<file path="config.mk">
export PLATFORM = sky130hd
export DESIGN_NAME = proc_sequencer
export DESIGN_NICKNAME = d
export VERILOG_FILES = /design/src/rtl/proc_seq_pkg.sv /design/src/rtl/proc_seq_decode.sv /design/src/rtl/proc_sequencer.sv
export SDC_FILE = /design/constraint.sdc
export NUM_CORES = 1
export LEC_CHECK = 0
export CORE_MARGIN = 5
export CORE_UTILIZATION = 58
export CTS_BUF_LIST = sky130_fd_sc_hd__clkbuf_2
export DETAILED_ROUTE_END_ITERATION = 12
export DONT_BUFFER_PORTS = 1
export GPL_TIMING_DRIVEN = 0
export PLACE_DENSITY = 0.76
export RECOVER_POWER = 50
export SYNTH_ARGS = -nofsm -noshare
export SYNTH_HDL_FRONTEND = slang
export SYNTH_HIERARCHICAL = 1
export SYNTH_SLANG_ARGS = --single-unit
</file>
<file path="constraint.sdc">
create_clock -name clk -period 1.6 [get_ports clk]
set_input_delay 0.32 -clock clk [delete_from_list [all_inputs] [get_ports clk]]
set_output_delay 0.32 -clock clk [all_outputs]
set_load 0.05 [all_outputs]
</file>
<file path="src/rtl/proc_seq_pkg.sv">
// Shared constants for the processor sequencer: FSM state encodings,
// register-class opcodes, instruction suffixes and ALU operation codes.
package proc_seq_pkg;

  // FSM state encodings: FETCH accepts a word, EXEC runs its steps
  localparam logic [0:0] FETCH = 1'b0;
  localparam logic [0:0] EXEC  = 1'b1;

  // Register-class opcodes held in IR[5:2] when the suffix is SUF_REG
  localparam logic [3:0] OP_LD  = 4'h0;
  localparam logic [3:0] OP_CP  = 4'h1;
  localparam logic [3:0] OP_ADD = 4'h2;
  localparam logic [3:0] OP_SUB = 4'h3;
  localparam logic [3:0] OP_INV = 4'h4;
  localparam logic [3:0] OP_FLP = 4'h5;
  localparam logic [3:0] OP_AND = 4'h6;
  localparam logic [3:0] OP_OR  = 4'h7;
  localparam logic [3:0] OP_XOR = 4'h8;
  localparam logic [3:0] OP_LSL = 4'h9;
  localparam logic [3:0] OP_LSR = 4'hA;
  localparam logic [3:0] OP_ASR = 4'hB;

  // Instruction suffixes in IR[1:0]; 2'b10 is unassigned
  localparam logic [1:0] SUF_REG  = 2'b00;
  localparam logic [1:0] SUF_ADDI = 2'b01;
  localparam logic [1:0] SUF_SUBI = 2'b11;

  // ALU codes used by the immediate forms
  localparam logic [3:0] ALU_ADD = 4'd2;
  localparam logic [3:0] ALU_SUB = 4'd3;

  // True for register-class opcodes that run through the three-step ALU sequence
  function automatic logic is_alu_reg_op(input logic [3:0] opc);
    return (opc >= OP_ADD) && (opc <= OP_ASR);
  endfunction

endpackage

</file>
<file path="src/rtl/proc_seq_decode.sv">
// Combinational decoder: maps (IR, step, ext_valid) onto the datapath
// strobes for the current EXEC cycle, plus flags telling the sequencer
// whether this is the final cycle (last) or the step counter should move
// on (advance). Unused addresses, imm and alu_op are held at zero.
module proc_seq_decode
  import proc_seq_pkg::*;
#(
  parameter int DATA_W = 10,
  parameter int RA_W   = 2
) (
  input  logic [DATA_W-1:0] ir,
  input  logic [1:0]        step,
  input  logic              ext_valid,
  output logic [RA_W-1:0]   rin,
  output logic [RA_W-1:0]   rout,
  output logic              enw,
  output logic              enr,
  output logic              ain,
  output logic              gin,
  output logic              gout,
  output logic              ext,
  output logic              imm_oe,
  output logic [DATA_W-1:0] imm,
  output logic [3:0]        alu_op,
  output logic              illegal,
  output logic              last,
  output logic              advance
);

  logic [RA_W-1:0]   rx;
  logic [RA_W-1:0]   ry;
  logic [1:0]        suffix;
  logic [3:0]        opc;
  logic [DATA_W-1:0] imm_val;

  assign rx      = ir[DATA_W-1 -: RA_W];
  assign ry      = ir[DATA_W-RA_W-1 -: RA_W];
  assign suffix  = ir[1:0];
  assign opc     = ir[5:2];
  assign imm_val = DATA_W'(ir[DATA_W-RA_W-1:2]);

  // Per-class, per-step strobe table; ld holds its strobes off until ext_valid
  always_comb begin
    rin     = '0;
    rout    = '0;
    enw     = 1'b0;
    enr     = 1'b0;
    ain     = 1'b0;
    gin     = 1'b0;
    gout    = 1'b0;
    ext     = 1'b0;
    imm_oe  = 1'b0;
    imm     = '0;
    alu_op  = '0;
    illegal = 1'b0;
    last    = 1'b0;
    advance = 1'b0;
    if (suffix == SUF_REG && opc == OP_LD) begin
      if (ext_valid) begin
        ext  = 1'b1;
        enw  = 1'b1;
        rin  = rx;
        last = 1'b1;
      end
    end else if (suffix == SUF_REG && opc == OP_CP) begin
      enr  = 1'b1;
      rout = ry;
      enw  = 1'b1;
      rin  = rx;
      last = 1'b1;
    end else if ((suffix == SUF_REG && is_alu_reg_op(opc)) ||
                 suffix == SUF_ADDI || suffix == SUF_SUBI) begin
      case (step)
        2'd0: begin
          enr     = 1'b1;
          rout    = rx;
          ain     = 1'b1;
          advance = 1'b1;
        end
        2'd1: begin
          gin     = 1'b1;
          advance = 1'b1;
          if (suffix == SUF_REG) begin
            enr    = 1'b1;
            rout   = ry;
            alu_op = opc;
          end else begin
            imm_oe = 1'b1;
            imm    = imm_val;
            alu_op = (suffix == SUF_ADDI) ? ALU_ADD : ALU_SUB;
          end
        end
        2'd2: begin
          gout = 1'b1;
          enw  = 1'b1;
          rin  = rx;
          last = 1'b1;
        end
        default: begin
          last = 1'b1;
        end
      endcase
    end else begin
      illegal = 1'b1;
      last    = 1'b1;
    end
  end

endmodule

</file>
<file path="src/rtl/proc_sequencer.sv">
// Processor sequencer: owns the instruction register, the step counter and
// the fetch handshake, and gates the decoder's strobes onto the datapath
// while an instruction is in flight.
// Optional feature: define PROC_SEQ_PERF_EN to add the instr_count port,
// a CNT_W-bit wrapping count of retired instructions (illegal included).
module proc_sequencer
  import proc_seq_pkg::*;
#(
  parameter int DATA_W = 10,
  parameter int RA_W   = 2,
  parameter int CNT_W  = 16
) (
  input  logic              clk,
  input  logic              reset,
  input  logic [DATA_W-1:0] instr,
  input  logic              instr_valid,
  output logic              instr_ready,
  input  logic              ext_valid,
  output logic [RA_W-1:0]   rin,
  output logic [RA_W-1:0]   rout,
  output logic              enw,
  output logic              enr,
  output logic              ain,
  output logic              gin,
  output logic              gout,
  output logic              ext,
  output logic              imm_oe,
  output logic [DATA_W-1:0] imm,
  output logic [3:0]        alu_op,
  output logic              busy,
  output logic              done,
  output logic              illegal
`ifdef PROC_SEQ_PERF_EN
  ,
  output logic [CNT_W-1:0]  instr_count
`endif
);

  // The field layout only works when Rx, Ry and the 6-bit op fill the word
  if (DATA_W != 2*RA_W + 6 || CNT_W < 1) begin : g_bad_cfg
    $error("proc_sequencer: DATA_W must equal 2*RA_W+6 and CNT_W must be positive");
  end

  logic [0:0]        state;
  logic [DATA_W-1:0] ir;
  logic [1:0]        step;

  logic [RA_W-1:0]   dec_rin;
  logic [RA_W-1:0]   dec_rout;
  logic              dec_enw;
  logic              dec_enr;
  logic              dec_ain;
  logic              dec_gin;
  logic              dec_gout;
  logic              dec_ext;
  logic              dec_imm_oe;
  logic [DATA_W-1:0] dec_imm;
  logic [3:0]        dec_alu_op;
  logic              dec_illegal;
  logic              dec_last;
  logic              dec_advance;

  proc_seq_decode #(
    .DATA_W(DATA_W),
    .RA_W  (RA_W)
  ) u_decode (
    .ir       (ir),
    .step     (step),
    .ext_valid(ext_valid),
    .rin      (dec_rin),
    .rout     (dec_rout),
    .enw      (dec_enw),
    .enr      (dec_enr),
    .ain      (dec_ain),
    .gin      (dec_gin),
    .gout     (dec_gout),
    .ext      (dec_ext),
    .imm_oe   (dec_imm_oe),
    .imm      (dec_imm),
    .alu_op   (dec_alu_op),
    .illegal  (dec_illegal),
    .last     (dec_last),
    .advance  (dec_advance)
  );

  assign busy        = (state == EXEC);
  assign instr_ready = (state == FETCH) && !reset;
  assign done        = busy && dec_last;

  // Strobes are only driven in EXEC, so FETCH and reset present an idle datapath
  always_comb begin
    rin     = busy ? dec_rin    : '0;
    rout    = busy ? dec_rout   : '0;
    enw     = busy && dec_enw;
    enr     = busy && dec_enr;
    ain     = busy && dec_ain;
    gin     = busy && dec_gin;
    gout    = busy && dec_gout;
    ext     = busy && dec_ext;
    imm_oe  = busy && dec_imm_oe;
    imm     = busy ? dec_imm    : '0;
    alu_op  = busy ? dec_alu_op : '0;
    illegal = busy && dec_illegal;
  end

  // Fetch handshake, instruction capture and step sequencing
  always_ff @(posedge clk or posedge reset) begin
    if (reset) begin
      state <= FETCH;
      ir    <= '0;
      step  <= '0;
    end else begin
      case (state)
        FETCH: begin
          if (instr_valid) begin
            ir    <= instr;
            step  <= '0;
            state <= EXEC;
          end
        end
        default: begin
          if (dec_last) begin
            step  <= '0;
            state <= FETCH;
          end else if (dec_advance) begin
            step <= step + 2'd1;
          end
        end
      endcase
    end
  end

`ifdef PROC_SEQ_PERF_EN
  // Retired-instruction counter, wraps naturally at 2^CNT_W
  always_ff @(posedge clk or posedge reset) begin
    if (reset) begin
      instr_count <= '0;
    end else if (done) begin
      instr_count <= instr_count + 1'b1;
    end
  end
`endif

endmodule

</file>
Word-level counts from Yosys, hierarchy flattened
Index checks and enable logic that the tools add are counted.
- eq/ne operators: 6
- div/mod/pow operators: 0
- shift operators: 0
- bitwise operators: 1
- order comparisons: 2
- reduce and logical (&&, ||, !) cells: 24
- multiply operators: 0
- muxes and demuxes: 69
- add/sub/neg operators: 1
- operators by type and width (kind ; number):
    $mux 10 ; 5
    $mux 1 ; 40
    $mux 2 ; 15
    $mux 4 ; 6
    $logic_and 1x1->1 ; 14
    $mux 6 ; 1
    $eq 2x1->1 const B ; 2
    $eq 2x2->1 const B ; 2
    $eq 4x1->1 const B ; 1
    $ge 4x2->1 const B ; 1
    $le 4x4->1 const B ; 1
    $logic_not 2->1 ; 2
    $logic_not 4->1 ; 1
    $pmux 2 s2 ; 1
    $reduce_and 2->1 ; 2
    $ne 3x1->1 const B ; 1
    $add 2x1->2 const B ; 1
    $logic_or 1x1->1 ; 2
    $pmux 1 s2 ; 1
    $reduce_bool 2->1 ; 1
    $reduce_or 2->1 ; 1
    $logic_not 1->1 ; 1
    $not 1->1 ; 1
- word-level logic and storage cells: 106
- bits in latches: 0
- memory bits (writable): 0
- register bits: 13
- input port bits: 14
- memories: 0
- memory bits (read-only): 0

Logic depth before layout (Yosys ltp)
- word-level depth: 11
- depth in mapped cells: 6

Modules after synthesis
The synthesis kept the hierarchy.
- by module, submodules not included (module ; area an instance (um^2) ; instances ; sequential area each (um^2) ; cells each):
    proc_sequencer ; 738.2 ; 1 ; 325.3 ; 67
    proc_seq_decode ; 311.5 ; 1 ; 0.0 ; 49

Worst setup path before layout
OpenSTA, ideal clock, no wires.
- kind: register to output
- start: register ir[4]
- end: output port done
- cell stages (with the launch flop): 5
- path buffers: 0
- data arrival time: 1.703 ns
- data required time: 1.280 ns
- slack: -0.423 ns
- cell sequence: dfrtp_1 > or4_4 > o211ai_4 > o31a_1 > and2_1
- cells in the longest elaborated chain, start to end: 9
- elaborated cells between the ends (all ways): 14
- ends and longest elaborated chain (item ; RTL line ; source):
    from (decl) ; proc_sequencer.sv:45 ; logic [DATA_W-1:0] ir;
    from (signal assigned) ; proc_sequencer.sv:116 ; ir <= instr;
    $ge 4x2->1 / $le 4x4->1 (equally long branches) ; proc_seq_pkg.sv:34 ; return (opc >= OP_ADD) && (opc <= OP_ASR);
    $logic_and 1x1->1 ; proc_seq_pkg.sv:34 ;
    $logic_and 1x1->1 ; proc_seq_decode.sv:71 ; end else if ((suffix == SUF_REG && is_alu_reg_op(opc)) ||
    $logic_or 1x1->1 ; proc_seq_decode.sv:71 ;
    $logic_or 1x1->1 ; proc_seq_decode.sv:72 ; suffix == SUF_ADDI || suffix == SUF_SUBI) begin
    $mux 1 ; proc_seq_decode.sv:71 ;
    $mux 1 ; proc_seq_decode.sv:65 ; end else if (suffix == SUF_REG && opc == OP_CP) begin
    $mux 1 (*) ; proc_seq_decode.sv:58 ; if (suffix == SUF_REG && opc == OP_LD) begin
    named net dec_last ; proc_sequencer.sv:60 ; logic dec_last;
    $logic_and 1x1->1 (*) ; proc_sequencer.sv:88 ; assign done = busy && dec_last;
    to (decl) ; proc_sequencer.sv:31 ; output logic done,
Mark *: on every way through the listed nets, which the timed path passes. The rest lies on a longest branch.

Worst setup path after layout
- start: register ir[3]
- end: output port done
Same word-level chain as after synthesis.

==> run_results.csv <==
group,metric,value,unit
placement,dpl_cell_area,1150,µm²
global_routing,grtUsageTotal,22.8,%
clock_network,clk_pin_slew,0.12,ns
die,die_x,52.5,µm
synthesis,synth-edff-count,0,
synthesis,synthXorXnorAreaFrac,1.67,%
worst_setup_path,end_kind,"output port",
die,die_height,52.5,µm
sta,clock_skew,0.00267,ns
clock_network,h-tree-depth,1,
synthesis,synthCells,116,
synthesis,synthTopCellsByArea,"dfrtp_1 (31%), and2_1 (19%), mux2_4 (13%), buf_4 (2.9%), inv_1 (2.5%)",
sta,fmax,461,MHz
worst_setup_path,worstSetupPathType,"register to output port",
routing,dr.pass1.iters,4,
status,status,"finished with violations",
synthesis,synthSimpleGateAreaFrac,33.4,%
synthesis,ys_seq_area_share,31.0,%
worst_setup_path,critPathBufInv,0,
sta,timing.final.ws_setup,-0.571,ns
worst_hold_path,holdPathStages,1,
synthesis,syn_avg_cell_area,9.05,µm²
placement,hpwl,1.76,mm
die,coreArea,1730,µm²
synthesis,synth_top_family_by_area,"simple AND/OR/NAND/NOR gates",
sta,rsz0062_at_grt,"true",
worst_hold_path,worstHoldPathType,"primary input to register",
worst_setup_path,critPathLaunchType,"register",
worst_setup_path,rr_worst_depth,8,
finish,syn2layout_area_growth,43.6,%
worst_setup_path,path_depth,4,
routing,drt-vias-per-instance,5.88,
die,initial_core_util,60.8,%
worst_setup_path,path_cells,"or4_4 -> o211ai_4 -> o31a_1 -> and2_4",
global_routing,grt_pass1_vias,897,
synthesis,synth_area,1050,µm²
synthesis,synthAdderAreaFrac,0,%
worst_setup_path,required,1.28,ns
synthesis,synth.cells.most_frequent,"and2_1 (32), dfrtp_1 (13), mux2_4 (9)",
synthesis,synth_mux_area_share,13.9,%
routing,drc,0,
clock_network,numCtsBuffers,3,
flow_run,cap_violations,0,
synthesis,ys.flop_type,"dfrtp_1",
sta,finalMaxSlewViolations,0,
die,ios,43,
global_routing,antenna_found_initial,0,
clock_network,clk_latency,0.25,ns
worst_setup_path,r2r_slack,-0.33,ns
global_routing,overflow,0,
routing,ant_nets,0,
clock_network,clock_sinks,13,
sta,finalCritPeriodShare,136,%
finish,drive_above_1_share,63.6,%
sta,finalHoldViolations,0,
clock_network,max-clock-path-buffers,2,
sta,finalCriticalPeriod,2.17,ns
synthesis,synth_top_area_share,31.0,%
finish,final_cell_area,1510,µm²
die,die_area,2760,µm²
worst_setup_path,critPathArrivalTime,1.85,ns
synthesis,async_flop_share,100,%
die,rows,15,
placement,portBuffers,0,
synthesis,ys_ff_latch,13,
synthesis,synth.most_common_cell,"and2_1",
placement,globalplace.congestion,0.833,
synthesis,synth_compound_area_share,12.2,%
synthesis,ys_warn_count,6,
worst_setup_path,crit_path_top_delay_cell,"or4_4",
synthesis,yosysTopAreaCell,"dfrtp_1",
clock_network,cts-root-buf,"clkbuf_2",
status,violations,"setup timing",
worst_setup_path,crit_family,"simple AND/OR/NAND/NOR gates",
finish,n_antenna_cell,0,
routing,avgRoutedWirePerCell,19.3,µm
global_routing,grt_max_degree,14,
finish,nets,158,
clock_network,cts_tree,"yes",
synthesis,synth_cell_types,34,
routing,wl,3.25,mm
routing,vias,987,
worst_setup_path,cp_max_fo,7,
worst_setup_path,critPathMaxStageDelay,0.57,ns
sta,report.final.setup_viol,26,
global_routing,grt_pass1_wl,4.56,mm
routing,dr.first_iter.drc_count,44,
-- per-layer routing --
metal,vias to the layer above,part of all wire [%],track usage [%]
met5,-,0,0
met4,0,5.1,11.9
met3,15,10,3.70
met2,74,49,40.1
met1,461,36,26.1
li1,437,-,-
-- per-stage QoR --
step	util [%]	setup TNS, ns	hold WS, ns	instances	worst slack [ns]
floorplan	-	-1.55	0.197	119	-0.201
global placement	66.7	-4.37	0.240	144	-0.292
detailed placement	66.7	-5.00	0.254	144	-0.310
CTS	80.9	-8.34	0.135	163	-0.546
global route	87.3	-11.27	0.130	168	-0.649
finish	87.3	-9.18	0.152	168	-0.571
-- placed cells by master (no fill, tap or decap), drive strengths merged, types with 3 or more instances in the layout --
cell type,instances
nor3b,3
nor2,6
and2,33
conb,4
nor3,5
buf,23
inv,6
mux2,10
clkbuf,8
nand2,4
a21oi,3
dfrtp,13
-- layout make-up --
cell class,instances,area [µm²]
Tap cell,25,31.3
Fill cell,85,219
Sequential cell,13,335
Timing Repair Buffer,20,166
Inverter,7,32.5
Clock buffer,4,20.0
Multi-Input combinational cell,91,836
Buffer,8,86.3
-- worst register-to-register path, stage by stage, from the launching register on --
cell and delay (ns):
dfrtp_1 0.42, or4_4 0.57, o211ai_4 0.15, buf_4 0.18, buf_4 0.11, inv_1 0.06
nand2_1 0.08, xor2_1 0.16, o21ai_0 0.09
-- registers in the layout (all words and copies together) (netlist names) --
| signal | count |
|---|---|
| busy | 1 |
| ir | 10 |
| step | 2 |
-- worst paths after layout --
check / end / from
min reg2reg: ir[8] / ir[8]
max reg2reg: step[1] / ir[3]
min: step[0] / instr_valid
max: done / ir[3]
max in group asynchronous: busy / reset
min in group asynchronous: ir[3] / reset
-- cells by family after synthesis --
family          after synthesis
buf+inv                      15
flops                        13
xor+xnor                      2
other cells                   1
mux                          10
simple gates                 59
compound gates               16
-- timing repair --
action                     4_1_cts  5_1_grt
setup endpoints to repair       27       27
gates cloned                     2        0
setup buffers                   12        6
hold endpoints to repair        13        0
gates resized for setup         32       15
pin swaps                       21       14
hold buffers                     1        0
Power is left out: the tool's default activity adds up to more than one toggle a clock period on the data nets, which glitch-free logic cannot reach.
